$ cat src/rtl/eth_tx_noc_in_mc.sv
// eth_tx_noc_in_mc
// Multi-channel NoC-to-Ethernet TX front end. Channels are arbitrated
// round-robin, one whole packet at a time. Each packet is a header flit
// (ignored), a metadata flit (Ethernet header, payload length, timestamp),
// then ceil(len/MAC_B) data flits passed straight through to the MAC side
// with last/pad-byte marking. Start timestamp and channel are logged per packet.
module eth_tx_noc_in_mc #(
    parameter int NUM_CH = 2,
    parameter int NOC_W  = 512,
    parameter int MAC_W  = 512,
    parameter int LEN_W  = 16,
    parameter int TS_W   = 64,
    localparam int MAC_B = MAC_W / 8,
    localparam int PAD_W = $clog2(MAC_B),
    localparam int CH_W  = (NUM_CH > 1) ? $clog2(NUM_CH) : 1
) (
    input  logic                    clk,
    input  logic                    rst,
    input  logic [NUM_CH-1:0]       noc_in_val,
    input  logic [NUM_CH*NOC_W-1:0] noc_in_data,
    output logic [NUM_CH-1:0]       noc_in_rdy,
    output logic                    eth_hdr_val,
    output logic [111:0]            eth_hdr,
    output logic [LEN_W-1:0]        eth_payload_len,
    input  logic                    eth_hdr_rdy,
    output logic                    data_val,
    output logic [MAC_W-1:0]        data,
    output logic                    data_last,
    output logic [PAD_W-1:0]        data_padbytes,
    input  logic                    data_rdy,
    output logic                    eth_wr_log,
    output logic [TS_W-1:0]         eth_wr_log_start_timestamp,
    output logic [CH_W-1:0]         eth_wr_log_chan
);

    typedef enum logic [2:0] {
        ARB     = 3'd0,
        HDR     = 3'd1,
        META    = 3'd2,
        HDR_OUT = 3'd3,
        DATA    = 3'd4
    } state_t;

    state_t            state_reg, state_next;
    logic [CH_W-1:0]   grant_reg, grant_next;
    logic [CH_W-1:0]   rr_ptr_reg, rr_ptr_next;
    logic [LEN_W-1:0]  beats_left_reg, beats_left_next;
    logic [111:0]      hdr_reg;
    logic [LEN_W-1:0]  len_reg;
    logic [PAD_W-1:0]  pad_reg;
    logic [TS_W-1:0]   log_ts_reg;
    logic [CH_W-1:0]   log_chan_reg;
    logic              log_reg, log_next;
    logic              meta_load;

    // Per-channel flit view and the granted channel's handshake signals
    logic [NOC_W-1:0]  ch_data [NUM_CH];
    logic [NOC_W-1:0]  sel_data;
    logic              sel_val;
    logic              sel_rdy;

    genvar gi;
    generate
        for (gi = 0; gi < NUM_CH; gi++) begin : g_ch
            assign ch_data[gi]    = noc_in_data[gi*NOC_W +: NOC_W];
            // Only the granted channel ever sees ready
            assign noc_in_rdy[gi] = (grant_reg == CH_W'(gi)) && sel_rdy;
        end
    endgenerate

    assign sel_data = ch_data[grant_reg];
    assign sel_val  = noc_in_val[grant_reg];

    // Metadata fields, packed contiguously above the 112-bit Ethernet header
    logic [111:0]      meta_hdr;
    logic [LEN_W-1:0]  meta_len;
    logic [TS_W-1:0]   meta_ts;
    logic [LEN_W:0]    len_round;
    logic [LEN_W-1:0]  beats_calc;
    logic [PAD_W-1:0]  pad_calc;

    assign meta_hdr   = sel_data[111:0];
    assign meta_len   = sel_data[112 +: LEN_W];
    assign meta_ts    = sel_data[112+LEN_W +: TS_W];
    // One extra bit so rounding up a near-maximal length cannot wrap
    assign len_round  = {1'b0, meta_len} + (LEN_W+1)'(MAC_B - 1);
    assign beats_calc = LEN_W'(len_round >> PAD_W);
    // (MAC_B - len % MAC_B) % MAC_B is the two's complement of the low bits
    assign pad_calc   = ~meta_len[PAD_W-1:0] + PAD_W'(1);

    // Channel after the granted one, wrapping; the served channel drops to lowest priority
    logic [CH_W-1:0] grant_inc;
    assign grant_inc = (grant_reg == CH_W'(NUM_CH - 1)) ? '0 : grant_reg + CH_W'(1);

    // Round-robin search: first valid channel at or after rr_ptr, cyclically
    logic            arb_found;
    logic [CH_W-1:0] arb_pick;
    logic [CH_W:0]   arb_idx;
    always_comb begin
        arb_found = 1'b0;
        arb_pick  = '0;
        arb_idx   = '0;
        for (int k = 0; k < NUM_CH; k++) begin
            arb_idx = {1'b0, rr_ptr_reg} + (CH_W+1)'(k);
            if (arb_idx >= (CH_W+1)'(NUM_CH)) begin
                arb_idx = arb_idx - (CH_W+1)'(NUM_CH);
            end
            if (!arb_found && noc_in_val[arb_idx[CH_W-1:0]]) begin
                arb_found = 1'b1;
                arb_pick  = arb_idx[CH_W-1:0];
            end
        end
    end

    // Next-state logic and all combinational handshake/data outputs
    always_comb begin
        state_next      = state_reg;
        grant_next      = grant_reg;
        rr_ptr_next     = rr_ptr_reg;
        beats_left_next = beats_left_reg;
        meta_load       = 1'b0;
        log_next        = 1'b0;
        sel_rdy         = 1'b0;
        eth_hdr_val     = 1'b0;
        data_val        = 1'b0;
        data            = '0;
        data_last       = 1'b0;
        data_padbytes   = '0;
        case (state_reg)
            ARB: begin
                if (arb_found) begin
                    grant_next = arb_pick;
                    state_next = HDR;
                end
            end
            HDR: begin
                sel_rdy = 1'b1;
                if (sel_val) begin
                    state_next = META;
                end
            end
            META: begin
                sel_rdy = 1'b1;
                if (sel_val) begin
                    meta_load       = 1'b1;
                    beats_left_next = beats_calc;
                    state_next      = HDR_OUT;
                end
            end
            HDR_OUT: begin
                eth_hdr_val = 1'b1;
                if (eth_hdr_rdy) begin
                    if (beats_left_reg != '0) begin
                        state_next = DATA;
                    end else begin
                        log_next    = 1'b1;
                        rr_ptr_next = grant_inc;
                        state_next  = ARB;
                    end
                end
            end
            DATA: begin
                sel_rdy       = data_rdy;
                data_val      = sel_val;
                data          = sel_data[MAC_W-1:0];
                data_last     = (beats_left_reg == LEN_W'(1));
                data_padbytes = data_last ? pad_reg : '0;
                if (sel_val && data_rdy) begin
                    beats_left_next = beats_left_reg - LEN_W'(1);
                    if (data_last) begin
                        log_next    = 1'b1;
                        rr_ptr_next = grant_inc;
                        state_next  = ARB;
                    end
                end
            end
            default: begin
                state_next = ARB;
            end
        endcase
    end

    // Control state: FSM, grant, round-robin pointer, beat counter, log pulse
    always_ff @(posedge clk) begin
        if (rst) begin
            state_reg      <= ARB;
            grant_reg      <= '0;
            rr_ptr_reg     <= '0;
            beats_left_reg <= '0;
            log_reg        <= 1'b0;
        end else begin
            state_reg      <= state_next;
            grant_reg      <= grant_next;
            rr_ptr_reg     <= rr_ptr_next;
            beats_left_reg <= beats_left_next;
            log_reg        <= log_next;
        end
    end

    // Metadata capture; held until the next packet's metadata arrives
    always_ff @(posedge clk) begin
        if (rst) begin
            hdr_reg      <= '0;
            len_reg      <= '0;
            pad_reg      <= '0;
            log_ts_reg   <= '0;
            log_chan_reg <= '0;
        end else if (meta_load) begin
            hdr_reg      <= meta_hdr;
            len_reg      <= meta_len;
            pad_reg      <= pad_calc;
            log_ts_reg   <= meta_ts;
            log_chan_reg <= grant_reg;
        end
    end

    assign eth_hdr                    = hdr_reg;
    assign eth_payload_len            = len_reg;
    assign eth_wr_log                 = log_reg;
    assign eth_wr_log_start_timestamp = log_ts_reg;
    assign eth_wr_log_chan            = log_chan_reg;

endmodule
$ cat config.mk
export PLATFORM = sky130hd
export DESIGN_NAME = eth_tx_noc_in_mc
export DESIGN_NICKNAME = d
export VERILOG_FILES = /design/src/rtl/eth_tx_noc_in_mc.sv
export SDC_FILE = /design/constraint.sdc
export NUM_CORES = 1
export LEC_CHECK = 0
export CORE_AREA = 4 4 685 687
export CTS_CLUSTER_DIAMETER = 100
export CTS_CLUSTER_SIZE = 25
export DETAILED_ROUTE_END_ITERATION = 8
export DIE_AREA = 0 0 689 691
export GPL_ROUTABILITY_DRIVEN = 1
export GPL_TIMING_DRIVEN = 1
export PLACE_DENSITY = 0.3
export SYNTH_ARGS = -nofsm -noshare
export SYNTH_HDL_FRONTEND = slang
export SYNTH_SLANG_ARGS = --single-unit
$ cat constraint.sdc
create_clock -name clk -period 7.2 [get_ports clk]
set_input_delay 1.44 -clock clk [delete_from_list [all_inputs] [get_ports clk]]
set_output_delay 1.44 -clock clk [all_outputs]
set_load 0.03 [all_outputs]
# Word-level counts from Yosys, hierarchy flattened
# Index checks and enable logic that the tools add are counted.
[word_totals] word_cells=98 in_bits=1030 output_inout_bits=717 register_bits=221
[op_classes] n_mux=46 bitwise=3 n_lt_le_gt_ge=6 eq_ne=12 reduce_logical=14 addsub=7
[ops] cell="$mux W512" n=4
[ops] cell="$mux W16" n=2
[ops] cell="$pmux W16 S2" n=1
[ops] cell="$mux W1" n=26
[ops] cell="$mux W3" n=7
[ops] cell="$add A16 B6 Y17 const B" n=1
[ops] cell="$eq A16 B1 Y1 const B" n=1
[ops] cell="$reduce_bool A16 Y1" n=1
[ops] cell="$sub A16 B1 Y16 const B" n=1
[ops] cell="$pmux W3 S5" n=1
[ops] cell="$ne A2 B2 Y1 const B" n=7
[ops] cell="$mux W6" n=2
[ops] cell="$add A6 B1 Y6 const B" n=1
[ops] cell="$eq A3 B2 Y1 const B" n=2
[ops] cell="$lt A1 B2 Y1 const B" n=3
[ops] cell="$not A6 Y6" n=1
[ops] cell="$pmux W1 S2" n=3
[ops] cell="$reduce_and A6 Y1" n=1
[ops] cell="$reduce_and A5 Y1" n=1
[ops] cell="$ge A2 B2 Y1 const B" n=2
[ops] cell="$logic_and A1 B1 Y1" n=4
[ops] cell="$reduce_bool A2 Y1" n=2
[ops] cell="$eq A3 B1 Y1 const B" n=1
[ops] cell="$eq A3 B3 Y1 const B" n=1
[ops] cell="11 further kinds" n=12

# Logic depth before layout (Yosys ltp)
[logic_depth] word_depth=10 mapped_depth=10 mapped_depth_nobuf=7

# Least setup slack after synthesis
# Ideal clock, no wire load.
[synth_path] path_type="input-to-output" start="in data_rdy" end="out noc_in_rdy[0]" path_slack_ns=3.620 path_buffers=0 t_required_ns=5.760 t_arrival_ns=2.140 stages=3 path_cell_list="and4bb_1 -> nor2_1 -> nor2_1"
[synth_via] elab_chain_cells=2
[synth_rtl] item="from (decl)" line="30" source="input logic data_rdy,"
[synth_rtl] item="$pmux W1 S2" line="129" source="case (state_reg)"
[synth_rtl] item="$logic_and A1 B1 Y1" line="67" source="assign noc_in_rdy[gi] = (grant_reg == CH_W'(gi)) && sel_rdy;"
[synth_rtl] item="to (decl)" line="21" source="output logic [NUM_CH-1:0] noc_in_rdy,"
# Every way passes these cells.

# Final worst setup path
[layout_path] start="reg grant_reg" end="out data[238]"
[layout_via] elab_chain_cells=5
[layout_rtl] item="from (decl)" line="45" source="logic [CH_W-1:0] grant_reg, grant_next;"
[layout_rtl] item="from (signal assigned)" line="193" source="grant_reg <= grant_next;"
[layout_rtl] item="$not A1 Y2 (not written as such)" line="71" source="assign sel_data = ch_data[grant_reg];"
[layout_rtl] item="$mux W512 (not written as such) (3 in a row)" line="71"
[layout_rtl] item="$mux W512" line="129"
[layout_rtl] item="to (decl)" line="27" source="output logic [MAC_W-1:0] data,"
# Every way passes these cells. The select of a mux whose other input is x is not followed.

==> flow_summary.toml <==
[clock_network]
cts_tree = "yes"
cts_buffer_depth = 3
post_cts_buffers = 0
cts_buffers = 37
path_clk_slew_ns = 0.06
cts.sinks = 220
hold_buffers = 0
cts_resized = 0
clockRootBuffer = "clkbuf_16"
cts_htree_levels = 2
clk_latency_ns = 0.67

[critical_path]
crit_fanout = 44
critical_path_class = "flip-flop to primary output"
path_cells = "buf_12, buf_12, mux2i_1, nor2_1, clkdlybuf4s50_1"
start_kind = "flip-flop"
cpMostUsedCell = "buf_12"
crit_start = "grant_reg"
worstPathRequired_ns = 5.76
slowest_stage = "mux2i_1"
slowest_delay_ns = 1.11
crit_buf_inv = 3
critical_path_arrival_ns = 4.43
crit_path_end_kind = "primary output"
reg2reg_from = "grant_reg"
cpLargestDelayFamily = "buffers and inverters"

[drt]
vias = 25100
first_pass_iters = 5
finalWirelength_um = 374000
wl_per_cell_um = 37.3
drc_errors = 0
drtAntennaViolNets = 0
first_iter_violations = 1729
routed_via_density = 2.51

[logic_synthesis]
synth_top_area_cell = "mux2i_1"
synth-main-ff-cell = "dfxtp_1"
syn_nets = 3078
netlist_instances = 2044
synthTopCellsByArea = "mux2i_1 32%, dfxtp_1 27%, nor2_1 17%"
synth_top_area_frac = 0.320
async_flop_share = 0
ys_seq_area_frac = 0.274
synthDistinctLibCells = 63
ys_ff_latch = 220
synth_edf_count = 0
yosysWarnings = 0
syn_area_um2 = 16100
syn_area_per_cell_um2 = 7.86

[place]
dpl_cell_area_um2 = 40900
port_buffers = 1746
post-place-ws_ns = 1.15
gp_congestion = 1.04
dp.cells = 9822
dp_hpwl_um = 341000

[sta]
period_needed_ns = 5.87
fin_ws_ns = 1.33
min_period_over_period = 0.815
relSlewSlack = -0.0298
rsz0062_at_grt = "false"
max_freq_mhz = 170
fin_skew_ns = 0.0418
finalSetupViolCount = 0
worst_slew_pin_slew_ns = 1.50
slew_viol_final = 3
hold_violations = 0
whs_ns = 0.454
tns_ns = 0

[global_route]
grt_max_degree = 150
overflow = 0
grt_pass1_vias = 24500
grt_use_total = 0.151
antenna_found_initial = 426
grt_pass1_wl_um = 431000

[worst_hold_path]
min-delay-start = "pad_reg[1]"
hold_class = "flip-flop to flip-flop"

[cells_and_area]
final_cell_mix = "1745 x clkdlybuf4s50_1, 730 x nor2_1, 503 x mux2i_1"
layout_commonest_cell = "clkdlybuf4s50_1"
largest_register_ffs = 112
stdcell_count = 10000
final_cell_area_um2 = 42600
final_nets = 4721
drive_above_1_share = 0.0420
syn2layout_area_growth_pct = 165

[die]
core_area_um2 = 463000
die_w_um = 689
pin_count = 1747
start_util = 0.0347
row_count = 250
die_h_um = 691
die_area_um2 = 476000

[run_status]
outcome = "finished, violations left"
violations = "capacitance limit, slew limit"

[pwr]
power_leakage_nw = 12.1
vdd_drop_max_uv = 149
powerDensity_nw_per_um2 = 134

[run]
maxCapViolations = 1
## per-layer routing
metal | track usage | routed length [um] | vias up
met5 | 0 | 804 | -
met4 | 0.0462 | 16400 | 114
met3 | 0.0432 | 26100 | 826
met2 | 0.282 | 193000 | 1762
met1 | 0.162 | 138000 | 11900
li1 | - | - | 10600
## worst min-delay path, cell delays in order (launching register included)
cell	delay (ns)
dfxtp_1	0.30
nand2_1	0.05
a21oi_1	0.06
## layout make-up
type                            instances  area (um2)
Antenna cell                          132         330
Clock buffer                           42         975
Clock inverter                         25         400
Fill cell                           53900      420000
Inverter                                5        18.8
Multi-Input combinational cell       1623       10700
Sequential cell                       220        4410
Tap cell                             6174        7720
Timing Repair Buffer                 1800       18000
## worst paths after layout
check                                    to  slack [ns]  cells past startpoint
max                               data[238]        1.33                      5
min                              pad_reg[1]        0.45                      2
max reg2reg  eth_wr_log_start_timestamp[42]        3.47                      7
min reg2reg                      pad_reg[1]        0.45                      2
## synthesized netlist by cell type (all sizes together), types with 9 or more instances
master and number:
mux2i 515, and2 9, xnor2 11, dfxtp 220
nor3 11, nor2 732, clkbuf 57, a211oi 196
buf 139, o21ai 12, nand2 21, a21oi 17
## logic make-up (layout without fill, tap and decap cells)
| family | Yosys count | in the layout | synth area share |
|---|---|---|---|
| AND/OR/NAND/NOR | 826 | 826 | 0.211 |
| multiplexers | 519 | 519 | 0.324 |
| AO/OA/AOI/OAI | 260 | 260 | 0.119 |
| flip-flops | 220 | 220 | 0.274 |
| buffers and inverters | 201 | 1872 | 0.0612 |
| XOR/XNOR | 14 | 14 | 0.00763 |
| adder cells (fa/ha/maj) | 4 | 4 | 0.00312 |
| other | 0 | 132 | 0 |
## power by group
| part | switching [W] | internal (W) |
|---|---|---|
| sequential | 0.0000617 | 0.00129 |
| clock | 0.000945 | 0.00119 |
| combinational | 0.00123 | 0.000978 |
| total | 0.00224 | 0.00346 |
## metrics by stage
stage | utilization | total power (W)
6_report | 0.0921 | 0.00570
5_1_grt | 0.0917 | 0.00599
4_1_cts | 0.0913 | 0.00591
3_5_place_dp | 0.0884 | 0.00363
3_3_place_gp | 0.0884 | 0.00364
2_1_floorplan | - | 0.00220
(Power assumes the default switching activity.)
